==> config.mk <==
export PLATFORM = sky130hd
export DESIGN_NAME = cla16_sum_accumulator
export DESIGN_NICKNAME = d
export VERILOG_FILES = /design/src/rtl/cla16_sum_accumulator_pkg.sv /design/src/rtl/cla16_sum_accumulator_cla.sv /design/src/rtl/cla16_sum_accumulator.sv
export SDC_FILE = /design/constraint.sdc
export NUM_CORES = 1
export LEC_CHECK = 0
export CAP_MARGIN = 20
export CORE_UTILIZATION = 30
export DETAILED_ROUTE_END_ITERATION = 8
export PLACE_DENSITY = 0.54
export SLEW_MARGIN = 20
export SYNTH_ARGS = -nofsm -noshare
export SYNTH_HDL_FRONTEND = slang
export SYNTH_SLANG_ARGS = --single-unit
==> constraint.sdc <==
create_clock -name clk -period 3.7 [get_ports clk]
set_clock_uncertainty 0.05 [all_clocks]
set_input_delay 0.74 -clock clk [delete_from_list [all_inputs] [get_ports clk]]
set_output_delay 0.74 -clock clk [all_outputs]
set_load 0.02 [all_outputs]
==> src/rtl/cla16_sum_accumulator_pkg.sv <==
// ----------------------------------------------------------------------------
// cla16_sum_accumulator_pkg
//   Shared widths and the result-entry record queued by cla16_sum_accumulator.
//   OPW    : operand width of the carry-look-ahead adder
//   RES_W  : result width, {carry, sum[OPW-1:0]}
//   res_entry_t : one FIFO entry, 17-bit result plus the in_last tag
// ----------------------------------------------------------------------------
package cla16_sum_accumulator_pkg;

    localparam int unsigned OPW   = 16;
    localparam int unsigned RES_W = OPW + 1;

    typedef struct packed {
        logic [RES_W-1:0] sum;
        logic             last;
    } res_entry_t;

endpackage : cla16_sum_accumulator_pkg

==> src/rtl/cla16_sum_accumulator_cla.sv <==
// ----------------------------------------------------------------------------
// carry_look_ahead_16_4bit
//   Combinational 16-bit adder built from four 4-bit look-ahead groups with a
//   second look-ahead level across the groups.
//   a, b : operands
//   cin  : carry into bit 0
//   sum  : a + b + cin, low 16 bits
//   cout : carry out of bit 15
// ----------------------------------------------------------------------------
module carry_look_ahead_16_4bit (
    input  logic [15:0] a,
    input  logic [15:0] b,
    input  logic        cin,
    output logic [15:0] sum,
    output logic        cout
);

    logic [15:0] g;
    logic [15:0] p;
    logic [3:0]  grp_g;
    logic [3:0]  grp_p;
    logic [4:0]  grp_c;
    logic [15:0] c;

    assign g = a & b;
    assign p = a ^ b;

    // Group generate / propagate for each nibble
    always_comb begin
        grp_g = '0;
        grp_p = '0;
        for (int unsigned k = 0; k < 4; k++) begin
            grp_g[k] = g[4*k+3]
                     | (p[4*k+3] & g[4*k+2])
                     | (p[4*k+3] & p[4*k+2] & g[4*k+1])
                     | (p[4*k+3] & p[4*k+2] & p[4*k+1] & g[4*k]);
            grp_p[k] = &p[4*k +: 4];
        end
    end

    // Second-level look-ahead: every group carry comes straight from cin
    always_comb begin
        grp_c    = '0;
        grp_c[0] = cin;
        grp_c[1] = grp_g[0] | (grp_p[0] & cin);
        grp_c[2] = grp_g[1] | (grp_p[1] & grp_g[0]) | (grp_p[1] & grp_p[0] & cin);
        grp_c[3] = grp_g[2] | (grp_p[2] & grp_g[1]) | (grp_p[2] & grp_p[1] & grp_g[0])
                 | (grp_p[2] & grp_p[1] & grp_p[0] & cin);
        grp_c[4] = grp_g[3] | (grp_p[3] & grp_g[2]) | (grp_p[3] & grp_p[2] & grp_g[1])
                 | (grp_p[3] & grp_p[2] & grp_p[1] & grp_g[0])
                 | (grp_p[3] & grp_p[2] & grp_p[1] & grp_p[0] & cin);
    end

    // In-group bit carries from the group carry-in
    always_comb begin
        c = '0;
        for (int unsigned k = 0; k < 4; k++) begin
            c[4*k]   = grp_c[k];
            c[4*k+1] = g[4*k] | (p[4*k] & grp_c[k]);
            c[4*k+2] = g[4*k+1] | (p[4*k+1] & g[4*k])
                     | (p[4*k+1] & p[4*k] & grp_c[k]);
            c[4*k+3] = g[4*k+2] | (p[4*k+2] & g[4*k+1])
                     | (p[4*k+2] & p[4*k+1] & g[4*k])
                     | (p[4*k+2] & p[4*k+1] & p[4*k] & grp_c[k]);
        end
    end

    assign sum  = p ^ c;
    assign cout = grp_c[4];

endmodule : carry_look_ahead_16_4bit

==> src/rtl/cla16_sum_accumulator.sv <==
// ----------------------------------------------------------------------------
// cla16_sum_accumulator
//   Takes operand beats over valid/ready, adds (a or acc) + b + cin through one
//   carry-look-ahead adder, keeps a running accumulator and a saturating count
//   of carry-out beats, and queues {carry,sum,last} results in a small FIFO.
//   clk, rst_n            : clock, asynchronous active-low reset
//   in_valid / in_ready   : operand handshake (in_ready depends on state only)
//   a, b, cin             : operands and carry-in
//   op_acc                : 1 selects the accumulator as the A operand
//   in_last               : tag forwarded to out_last
//   clr                   : synchronous clear of acc and carry_cnt
//   out_valid / out_ready : result handshake
//   out_sum, out_last     : FIFO head result and tag
//   acc, carry_cnt        : accumulator and saturating carry-out counter
// ----------------------------------------------------------------------------
module cla16_sum_accumulator
    import cla16_sum_accumulator_pkg::*;
#(
    parameter int unsigned DEPTH = 2,
    parameter int unsigned CNT_W = 8
) (
    input  logic             clk,
    input  logic             rst_n,
    input  logic             in_valid,
    output logic             in_ready,
    input  logic [OPW-1:0]   a,
    input  logic [OPW-1:0]   b,
    input  logic             cin,
    input  logic             op_acc,
    input  logic             in_last,
    input  logic             clr,
    output logic             out_valid,
    input  logic             out_ready,
    output logic [RES_W-1:0] out_sum,
    output logic             out_last,
    output logic [OPW-1:0]   acc,
    output logic [CNT_W-1:0] carry_cnt
);

    localparam int unsigned PTR_W  = (DEPTH > 1) ? $clog2(DEPTH) : 1;
    localparam int unsigned OCC_W  = $clog2(DEPTH + 1);
    localparam logic [OCC_W-1:0] DEPTH_C = OCC_W'(DEPTH);

    logic [PTR_W-1:0] wr_ptr_q, wr_ptr_d;
    logic [PTR_W-1:0] rd_ptr_q, rd_ptr_d;
    logic [OCC_W-1:0] count_q,  count_d;
    res_entry_t       mem_q [DEPTH];
    res_entry_t       last_q,   last_d;
    logic [OPW-1:0]   acc_q,    acc_d;
    logic [CNT_W-1:0] cnt_q,    cnt_d;

    logic             accept;
    logic             pop;
    logic [OPW-1:0]   op_a;
    logic [OPW-1:0]   sum16;
    logic             cout;
    logic [RES_W-1:0] sum17;
    res_entry_t       new_entry;
    res_entry_t       head;

    assign in_ready  = (count_q < DEPTH_C);
    assign out_valid = (count_q != '0);
    assign accept    = in_valid & in_ready;
    assign pop       = out_valid & out_ready;

    // A same-cycle clr zeroes the accumulator before it feeds the adder
    assign op_a = op_acc ? (clr ? '0 : acc_q) : a;

    carry_look_ahead_16_4bit u_cla (
        .a    (op_a),
        .b    (b),
        .cin  (cin),
        .sum  (sum16),
        .cout (cout)
    );

    assign sum17          = {cout, sum16};
    assign new_entry.sum  = sum17;
    assign new_entry.last = in_last;

    // With the FIFO empty the outputs keep showing the last popped entry
    assign head      = out_valid ? mem_q[rd_ptr_q] : last_q;
    assign out_sum   = head.sum;
    assign out_last  = head.last;
    assign acc       = acc_q;
    assign carry_cnt = cnt_q;

    always_comb begin
        wr_ptr_d = wr_ptr_q;
        rd_ptr_d = rd_ptr_q;
        count_d  = count_q;
        last_d   = last_q;
        if (accept) begin
            wr_ptr_d = wr_ptr_q + PTR_W'(1);
        end
        if (pop) begin
            rd_ptr_d = rd_ptr_q + PTR_W'(1);
            last_d   = mem_q[rd_ptr_q];
        end
        if (accept && !pop) begin
            count_d = count_q + OCC_W'(1);
        end else if (pop && !accept) begin
            count_d = count_q - OCC_W'(1);
        end
    end

    // clr takes effect first, then an accepted beat updates on top of it
    always_comb begin
        logic [CNT_W-1:0] base_cnt;
        base_cnt = clr ? '0 : cnt_q;
        acc_d    = clr ? '0 : acc_q;
        cnt_d    = base_cnt;
        if (accept) begin
            acc_d = sum17[OPW-1:0];
            if (sum17[RES_W-1] && (base_cnt != '1)) begin
                cnt_d = base_cnt + CNT_W'(1);
            end
        end
    end

    always_ff @(posedge clk or negedge rst_n) begin
        if (!rst_n) begin
            wr_ptr_q <= '0;
            rd_ptr_q <= '0;
            count_q  <= '0;
            last_q   <= '0;
            acc_q    <= '0;
            cnt_q    <= '0;
            for (int unsigned i = 0; i < DEPTH; i++) begin
                mem_q[i] <= '0;
            end
        end else begin
            wr_ptr_q <= wr_ptr_d;
            rd_ptr_q <= rd_ptr_d;
            count_q  <= count_d;
            last_q   <= last_d;
            acc_q    <= acc_d;
            cnt_q    <= cnt_d;
            if (accept) begin
                mem_q[wr_ptr_q] <= new_entry;
            end
        end
    end

endmodule : cla16_sum_accumulator

==> impl_metrics.ini <==
[yosys]
synth_compound_gate_area_share = 0.176
most_common_cell_in_the_synthesized_netlist = nand2_1
synth-async-reset-ratio = 1.00
yosys.cell_types.count = 50
largest_family_of_logic_cells_by_synthesized_area = compound AO/OA/AOI/OAI gates
ys_dominant_reg_cell = dfrtp_1
postSynthNetCount = 544
ys_ff_latch = 82
synth_enable_flop_cells = 0
mapped_cell_area_um2 = 4570
mean_cell_area_of_the_mapped_netlist_um2 = 9.48
synth_top_cells_by_count = 84 x nand2_1, 82 x dfrtp_1, 70 x o21ai_0
synth-xor-area-share = 0.0326
synthAdderAreaFrac = 0.0668
ys_warn_count = 0
syn-instance-count = 482
post_synth_mux_area_share = 0.0813
synthDominantAreaCellType = dfrtp_1
synth_simple_gate_area_frac = 0.161
ys_top_cells_by_area = dfrtp_1 45%, o21ai_0 7.7%, nand2_1 6.9%, ha_1 4.9%, mux2i_1 3.9%
share_of_the_yosys_chip_area_belonging_to_registers = 0.449
synth_largest_type_area_fraction = 0.449

[cells_and_area]
final_design_area_no_fill_um2 = 6030
finish.cell_count_without_fillers = 762
final_layout_size_suffix_gt1_frac = 0.118
area_delta_synth_final_pct = 32.0
antenna_cells = 0
fill_cells = 1434
final_net_count = 635

[setup_path]
cp-start-kind = input pin
ff2ff_path_depth = 10
cp_data_arrival_time_ns = 3.58
setup.worst_path.class = in -> reg
worst_r2r_endpoint = mem_q[32]
endpoint_kind = register
worstReg2RegStart = acc[9]
crit_fanout = 20
required_time_of_the_critical_path_ns = 3.85
regToRegSetupSlack_ns = 0.90

[sta]
report.final.hold_viol_count = 0
setup_viol = 0
timing.max_slew.rel_slack = 0.495
timing.final.ws_setup_ns = 0.275
final_min_period_over_clock_period = 0.926
worst_hold_slack_ns = 0.401
f_max_mhz = 292
period_needed_ns = 3.43
setup_repair_after_global_routing_missed_its_margin = false
final_max_slew_viol_count = 0
totalNegativeSetupSlack_ns = 0
worst_slew_pin_slew_ns = 0.758

[power]
power.density_cell_area_nw_per_um2 = 769
ir_worst_vdd_mv = 0.324
cellLeakagePower_nw = 2.70

[global_routing]
via_count_of_the_first_global_routing_pass = 3696
initial_antenna_violation_count = 0
grt_usage = 0.154
wire_length_of_the_first_global_routing_pass_um = 18900
grt_start_max_net_pins = 83
grt-ovfl-total = 0

[clock_network]
cts_inserted_buffers = 9
cts.repair_timing.setup_buffer_count = 0
cts.reportedPaths.clkPinSlew_ns = 0.06
clk_path_buf_depth = 2
ctsRootBufferMaster = clkbuf_16
clock_tree_from_tritoncts = built
insertion_delay_of_the_later_clocked_pin_in_the_worst_skew_pair_ns = 0.34
post_cts_resize_count = 0
numClockSinks = 82
h-tree-depth = 3
cts.hold.buffers_added = 0

[drt]
vias_per_cell = 4.83
drt_pre_antenna_iters = 6
dr_total_vias = 3677
wire_length_per_cell_after_detailed_routing_um = 14.9
drt_wl_total_um = 11400
ant_nets = 0
post-route-drc-count = 4
drt_iter0_markers = 195

[floorplan]
top_ports = 84
floorplan.die_area_um2 = 15700
coreArea_um2 = 14700
die_extent_in_x_um = 125
num_rows = 44
die_height_um = 125
initial_utilization = 0.311

[placed_design]
gp_congestion = 0.786
place_worst_setup_slack_ns = -0.0849
placement.cell_area_um2 = 5720
place.detailed.hpwl_um = 8210
port-buffer-count = 83
dp_cells = 746

[hold_path]
min_path_type = in -> async

[outcome]
run_status = finished with violations
violations = design-rule violations

[flow_run]
max_cap_viol_count = 0
## power breakdown
| group | internal (W) | total, W | leakage, nW | switching [W] |
|---|---|---|---|---|
| combinational | 0.00102 | 0.00229 | 1.50 | 0.00127 |
| clock | 0.000545 | 0.000922 | 0.142 | 0.000377 |
| sequential | 0.00125 | 0.00143 | 1.05 | 0.000186 |
## critical path, cell delays in order
cell and delay (ns):
clkdlybuf4s50_1 0.50, buf_12 0.17, mux2_2 0.35, ha_1 0.35, nand2_1 0.15, o21ai_4 0.27
a211oi_1 0.11, and2_1 0.18, fa_1 0.37, xor2_1 0.25, o21ai_0 0.13
## stage by stage
step           total power, W  utilization
6_report              0.00464        0.410
5_1_grt               0.00499        0.410
4_1_cts               0.00470        0.410
3_5_place_dp          0.00375        0.389
3_3_place_gp          0.00371        0.389
2_1_floorplan         0.00280            -
## placed cells by master, fill, tap and decap left out, types with 3 or more instances in the layout
cell type	synthesis	final
buf_4	0	20
fa_1	4	4
o21ai_0	70	70
o21a_1	3	3
nor2b_1	17	17
inv_1	15	15
nand3b_1	8	8
a21oi_1	24	24
ha_1	18	18
xor2_1	8	8
mux2_2	15	15
a211oi_1	3	3
dfrtp_1	82	82
clkdlybuf4s50_1	0	82
nor2_1	30	30
and2_1	5	5
xnor2_1	9	9
nand2_1	84	84
clkbuf_16	0	9
o31ai_1	3	3
mux2i_1	18	18
## kinds of logic (layout without fill, tap and decap cells)
family	after synthesis	in the layout
buf+inv	40	136
simple gates	159	159
xor+xnor	17	17
compound gates	127	127
flops	82	82
fa+ha+maj	22	22
mux	35	35
## final cells by class
cell class	instances	area [um^2]	area share
multi-input cells	360	2370	0.392
well taps	184	230	0.0382
flip-flops and latches	82	2050	0.340
clock buffers	11	243	0.0402
clock inverters	5	62.6	0.0104
inverters	15	56.3	0.00933
repair buffers	105	1020	0.169
## state kept, by name, indices dropped and copies added, names as in the netlist
| signal | count |
|---|---|
| acc | 16 |
| count_q | 2 |
| wr_ptr_q | 1 |
| mem_q | 36 |
| last_q | 18 |
| rd_ptr_q | 1 |
| carry_cnt | 8 |
## worst max path at each step
stage / start / to
floorplan: clr / mem_q[32]
global route: clr / mem_q[32]
detailed placement: op_acc / mem_q[32]
finish: op_acc / mem_q[32]
global placement: op_acc / mem_q[32]
CTS: op_acc / mem_q[32]
## routing by layer
layer | vias up | part of all wire | GRT usage
li1 | 1832 | - | -
met2 | 73 | 0.43 | 0.232
met3 | 9 | 0.041 | 0.0407
met4 | 0 | 0.0093 | 0.0366
met1 | 1763 | 0.52 | 0.218
met5 | - | 0 | 0
(Power assumes the default switching activity.)
